===== config.mk =====
export PLATFORM = sky130hd
export DESIGN_NAME = beta_mem_arbiter
export DESIGN_NICKNAME = d
export VERILOG_FILES = /design/src/rtl/beta_mem_pkg.sv /design/src/rtl/beta_mem_arb_sel.sv /design/src/rtl/beta_mem_arbiter.sv
export SDC_FILE = /design/constraint.sdc
export NUM_CORES = 1
export LEC_CHECK = 0
export CAP_MARGIN = 10
export CORE_MARGIN = 2
export CORE_UTILIZATION = 40
export DETAILED_ROUTE_END_ITERATION = 16
export PLACE_DENSITY = 0.88
export REMOVE_ABC_BUFFERS = 1
export SYNTH_ARGS = -nofsm -noshare
export SYNTH_HDL_FRONTEND = slang
export SYNTH_HIERARCHICAL = 1
export SYNTH_SLANG_ARGS = --single-unit
export TNS_END_PERCENT = 10

===== constraint.sdc =====
create_clock -name CLK -period 5.6 [get_ports CLK]
set_clock_uncertainty 0.2 [all_clocks]
set_input_delay 0.84 -clock CLK [delete_from_list [all_inputs] [get_ports CLK]]
set_output_delay 0.84 -clock CLK [all_outputs]
set_load 0.01 [all_outputs]

===== src/rtl/beta_mem_pkg.sv =====
// Shared types and constants for the BETA shared-memory arbiter.
package beta_mem_pkg;

  localparam int unsigned MAX_MEM_LAT = 4;

  typedef enum logic [1:0] {IDLE, ISSUE, WAIT, DONE} state_e;

  typedef enum logic {GNT_I, GNT_D} gnt_e;

endpackage


===== src/rtl/beta_mem_arb_sel.sv =====
// Combinational grant selector for the fetch and data ports.
module beta_mem_arb_sel (
  input  logic ireq,
  input  logic dreq,
  input  logic fair,
  input  logic last_gnt_d,  // 1 when the previous grant went to the data port
  output logic req,
  output logic gnt_d        // 1 grants the data port, 0 the fetch port
);

  // Data wins contention unless fair mode hands it to the port not served last
  always_comb begin
    req   = ireq | dreq;
    gnt_d = 1'b0;
    if (ireq && dreq) begin
      gnt_d = !(fair && last_gnt_d);
    end else if (dreq) begin
      gnt_d = 1'b1;
    end
  end

endmodule


===== src/rtl/beta_mem_arbiter.sv =====
// Shared single-port RAM front end: arbitrates BETA fetch and data ports onto
// one synchronous RAM, pulses ready on completion and flags out-of-range access.
module beta_mem_arbiter
  import beta_mem_pkg::*;
#(
  parameter int unsigned DEPTH   = 2048,
  parameter int unsigned MEM_LAT = 1,
  parameter int unsigned FAIR    = 0,
  localparam int unsigned AW     = $clog2(DEPTH)
) (
  input  logic          CLK,
  input  logic          RESET,
  input  logic          IREQ,
  input  logic [31:0]   IA,
  output logic          IRDY,
  output logic [31:0]   ID,
  input  logic          MOE,
  input  logic          MWR,
  input  logic [31:0]   MA,
  input  logic [31:0]   MWD,
  output logic          DRDY,
  output logic [31:0]   MRD,
  output logic          ERR,
  output logic          MEM_EN,
  output logic          MEM_WE,
  output logic [AW-1:0] MEM_ADDR,
  output logic [31:0]   MEM_WD,
  input  logic [31:0]   MEM_RD
);

  state_e        state_q, state_d;
  gnt_e          gnt_q, gnt_d, last_gnt_q, last_gnt_d, sel_gnt;
  logic          we_q, we_d, oor_q, oor_d;
  logic [AW-1:0] addr_q, addr_d;
  logic [31:0]   wd_q, wd_d;
  logic [1:0]    cnt_q, cnt_d;
  logic [31:0]   id_q, id_d, mrd_q, mrd_d;
  logic          irdy_q, irdy_d, drdy_q, drdy_d, err_q, err_d;
  logic          mem_en_q, mem_en_d, mem_we_q, mem_we_d;

  logic          dreq, sel_req, sel_gnt_d, req_oor;
  logic [31:0]   req_addr;
  logic          unused_addr_lsb;

  assign dreq    = MOE | MWR;
  assign sel_gnt = sel_gnt_d ? GNT_D : GNT_I;

  beta_mem_arb_sel u_arb_sel (
    .ireq       (IREQ),
    .dreq       (dreq),
    .fair       (FAIR != 0),
    .last_gnt_d (last_gnt_q == GNT_D),
    .req        (sel_req),
    .gnt_d      (sel_gnt_d)
  );

  assign req_addr = (sel_gnt == GNT_D) ? MA : IA;
  // Byte offset is ignored; the word index alone decides range
  assign req_oor  = (32'(req_addr[31:2]) >= DEPTH);
  assign unused_addr_lsb = ^{IA[1:0], MA[1:0]};

  // Next-state and registered-output logic
  always_comb begin
    state_d    = state_q;
    gnt_d      = gnt_q;
    last_gnt_d = last_gnt_q;
    we_d       = we_q;
    oor_d      = oor_q;
    addr_d     = addr_q;
    wd_d       = wd_q;
    cnt_d      = cnt_q;
    id_d       = id_q;
    mrd_d      = mrd_q;
    irdy_d     = 1'b0;
    drdy_d     = 1'b0;
    err_d      = 1'b0;
    mem_en_d   = 1'b0;
    mem_we_d   = 1'b0;
    unique case (state_q)
      IDLE: begin
        if (sel_req) begin
          gnt_d      = sel_gnt;
          last_gnt_d = sel_gnt;
          addr_d     = req_addr[AW+1:2];
          oor_d      = req_oor;
          we_d       = (sel_gnt == GNT_D) && MWR;
          wd_d       = MWD;
          // RAM strobes are registered so they are live during ISSUE
          mem_en_d   = !req_oor;
          mem_we_d   = !req_oor && (sel_gnt == GNT_D) && MWR;
          state_d    = ISSUE;
        end
      end
      ISSUE: begin
        if (oor_q || we_q) begin
          state_d = DONE;
          irdy_d  = (gnt_q == GNT_I);
          drdy_d  = (gnt_q == GNT_D);
          err_d   = oor_q;
          if (oor_q && !we_q) begin
            if (gnt_q == GNT_I) id_d = '0;
            else                mrd_d = '0;
          end
        end else begin
          cnt_d   = 2'(MEM_LAT - 1);
          state_d = WAIT;
        end
      end
      WAIT: begin
        if (cnt_q == 2'd0) begin
          if (gnt_q == GNT_I) id_d = MEM_RD;
          else                mrd_d = MEM_RD;
          irdy_d  = (gnt_q == GNT_I);
          drdy_d  = (gnt_q == GNT_D);
          state_d = DONE;
        end else begin
          cnt_d = cnt_q - 2'd1;
        end
      end
      DONE: begin
        state_d = IDLE;
      end
    endcase
  end

  // State, datapath and output registers; reset abandons any transaction
  always_ff @(posedge CLK or posedge RESET) begin
    if (RESET) begin
      state_q    <= IDLE;
      gnt_q      <= GNT_I;
      last_gnt_q <= GNT_I;
      we_q       <= 1'b0;
      oor_q      <= 1'b0;
      addr_q     <= '0;
      wd_q       <= '0;
      cnt_q      <= '0;
      id_q       <= '0;
      mrd_q      <= '0;
      irdy_q     <= 1'b0;
      drdy_q     <= 1'b0;
      err_q      <= 1'b0;
      mem_en_q   <= 1'b0;
      mem_we_q   <= 1'b0;
    end else begin
      state_q    <= state_d;
      gnt_q      <= gnt_d;
      last_gnt_q <= last_gnt_d;
      we_q       <= we_d;
      oor_q      <= oor_d;
      addr_q     <= addr_d;
      wd_q       <= wd_d;
      cnt_q      <= cnt_d;
      id_q       <= id_d;
      mrd_q      <= mrd_d;
      irdy_q     <= irdy_d;
      drdy_q     <= drdy_d;
      err_q      <= err_d;
      mem_en_q   <= mem_en_d;
      mem_we_q   <= mem_we_d;
    end
  end

  assign IRDY     = irdy_q;
  assign DRDY     = drdy_q;
  assign ERR      = err_q;
  assign ID       = id_q;
  assign MRD      = mrd_q;
  assign MEM_EN   = mem_en_q;
  assign MEM_WE   = mem_we_q;
  assign MEM_ADDR = addr_q;
  assign MEM_WD   = wd_q;

endmodule


==> impl_metrics.toml <==
[outcome]
status = "finished, final reports clean"

[placed_design]
io_buffers = 240
gp_congestion = 0.800
hpwl_um = 10300
placed_cell_area_um2 = 7350
dp_cells = 807

[clock_tree]
cts.sinks = 119
cts_root_buffer = "clkbuf_16"
cts_setup_buffers = 0
cts_max_level = 4
cts.reportedPaths.clkPinSlew_ns = 0.06
ctsResizeCount = 0
numCtsBuffers = 17
cts_buffer_depth = 2
cts_tree = "yes"
cts_hold_buf = 0
clkLatencyLatePin_ns = 0.41

[drt]
drt-total-wl_um = 14500
dr_total_vias = 4238
drt-wirelength-per-cell_um = 17.2
initialDrtViolationCount = 345
first_pass_iters = 4
viasPerCell = 5.05
drc = 0
detail-route-antenna-nets = 0

[sta]
holdWs_ns = 0.276
rsz0062_at_grt = "false"
tightestPinTransition_ns = 0.978
fin_crit_sh_pct = 55.6
slew_headroom_pct = 34.8
period_minus_slack_ns = 3.11
final.setup.tns_ns = 0
finalHoldViolations = 0
fmaxAchievable_ghz = 0.321
setup_viol = 0
timing.final.max_slew_violations = 0

[worst_setup_path]
slowest_delay_ns = 0.51
worstPathCellList = "clkdlybuf4s50_1 -> or2_2 -> or2_1 -> and2_1 -> buf_4 -> o21ai_1 -> a2111oi_4 -> and3_1"
worstSetupPathType = "input pin to flip-flop"
crit_fanout = 26
critPathCaptureType = "flip-flop"
cp_top_family = "buffers and inverters"
critical-path-slowest-cell = "clkdlybuf4s50_1"
start_kind = "input pin"
path_buf_inv = 2
cp.required_ns = 5.75
cp.arrival_ns = 3.26

[synth]
ys_seq_area_share_pct = 61.9
synth_ff_type = "dfrtp_1"
async_reset_ff_share_pct = 100
postSynthCellCount = 438
synth_edf_count = 0
syn_area_per_cell_um2 = 11.0
ys_warn_count = 6
ys_types = 39
syn_area_um2 = 4810
ys_ff_latch = 119

[floorplanning]
num_rows = 40
coreArea_um2 = 11900
die_y_um = 114
top_level_ports = 245
die-area_um2 = 12900
die_x_um = 114
initial_utilization_pct = 40.5

[global_routing]
antenna_found_initial = 0
grt_pass1_wl_um = 22400
grt_overflow_total = 0
grt_use_total_pct = 22.8
grt_max_degree = 80
grt_pass1_vias = 4463

[flow_run]
drv_cap = 0

[cells_and_area]
final_cell_mix = "clkdlybuf4s50_1 (240), dfrtp_1 (119), nand2_1 (114)"
diodes = 0
final_cell_area_um2 = 7970
final_common_cell = "clkdlybuf4s50_1"
drive_gt1_share_pct = 11.0
fin_cells = 839
area_delta_synth_final_pct = 65.7
fin_nets = 816

[hold_path]
holdCritPathClass = "flip-flop to flip-flop"

[pwr]
swShare_pct = 33.1
intPower_mw = 2.85
p_switching_mw = 1.41
clkPwrFrac_pct = 26.6
p_leak_nw = 3.38
p_per_area_nw_per_um2 = 535
p_seq_share_pct = 32.6
p_comb_share_pct = 40.8
ir_worst_vdd_uv = 269
kinds of logic after synthesis:
family                   Yosys count  synth area share, %
buffers and inverters             33                 3.12
adder cells (fa/ha/maj)            4                 1.04
flip-flops                       119                 61.9
multiplexers                      44                 10.0
AND/OR/NAND/NOR                  141                 12.4
other                              1               0.0780
AO/OA/AOI/OAI                     96                 11.4
through the flow:
stage / setup slack [ns] / util, % / power (mW)
floorplan: 1.40 / - / 2.14
global route: 2.33 / 67.2 / 4.50
global placement: 2.10 / 62.0 / 3.04
detailed placement: 2.08 / 62.0 / 3.13
CTS: 2.50 / 67.2 / 4.30
finish: 2.49 / 67.2 / 4.26
cell usage after synthesis, types with 3 or more instances:
library cell,number,area share (%)
mux2_2,33,7.7
nand2_1,114,8.9
o21ai_0,66,6.9
nor2_1,7,0.55
buf_2,12,1.2
ha_1,4,1.0
nor3_1,3,0.31
nor4_1,5,0.65
o21ai_1,15,1.6
clkbuf_1,10,0.78
dfrtp_1,119,62
inv_1,8,0.62
mux2i_1,11,2.3
per-layer routing:
layer / track usage (%) / wire length, µm / part of all wire (%) / vias up
li1: - / - / - / 1969
met2: 40.0 / 7560 / 52 / 208
met3: 7.76 / 1160 / 8.0 / 29
met1: 24.9 / 5330 / 37 / 2032
met4: 11.1 / 423 / 2.9 / 0
met5: 0 / 0 / 0 / -
state kept, by name, indices dropped and copies added (netlist names):
name / cells
DRDY: 1
ERR: 1
ID: 32
IRDY: 1
MEM_ADDR: 11
MEM_EN: 1
MEM_WD: 32
MEM_WE: 1
MRD: 32
cnt_q: 2
last_gnt_q: 1
oor_q: 1
state_q: 2
we_q: 1
cell type report:
cell class                 instances  area (µm²)
fill                             864        3890
sequential                       119        2980
timing repair buffer             246        2450
multi-input combinational        286        1700
clock buffer                      24         472
tap                              147         184
clock inverter                     8         145
inverter                           9        36.3
power by group through the flow:
stage	logic, mW	registers [mW]	clock network, mW
2_1_floorplan	0.620	1.52	0
3_3_place_gp	1.68	1.37	0
3_5_place_dp	1.74	1.39	0
4_1_cts	1.75	1.39	1.15
5_1_grt	1.88	1.43	1.19
6_report	1.74	1.39	1.13
worst min-delay path: stages (launching register included):
cell and delay [ns]:
dfrtp_1 0.34, nand2_1 0.04, o21ai_0 0.06
path summary, 6_finish.rpt:
kind	depth (start not counted)	endpoint	slack, ns	start
worst min register to register	2	ID[25]	0.28	ID[25]
worst max register to register	7	MRD[20]	2.87	state_q[0]
worst min-delay path	2	ID[25]	0.28	ID[25]
worst max-delay path	8	MEM_WE	2.49	MWR
min in group asynchronous	2	MEM_WD[12]	0.80	RESET
max in group asynchronous	3	MRD[10]	3.29	RESET
(Power assumes the default switching activity.)
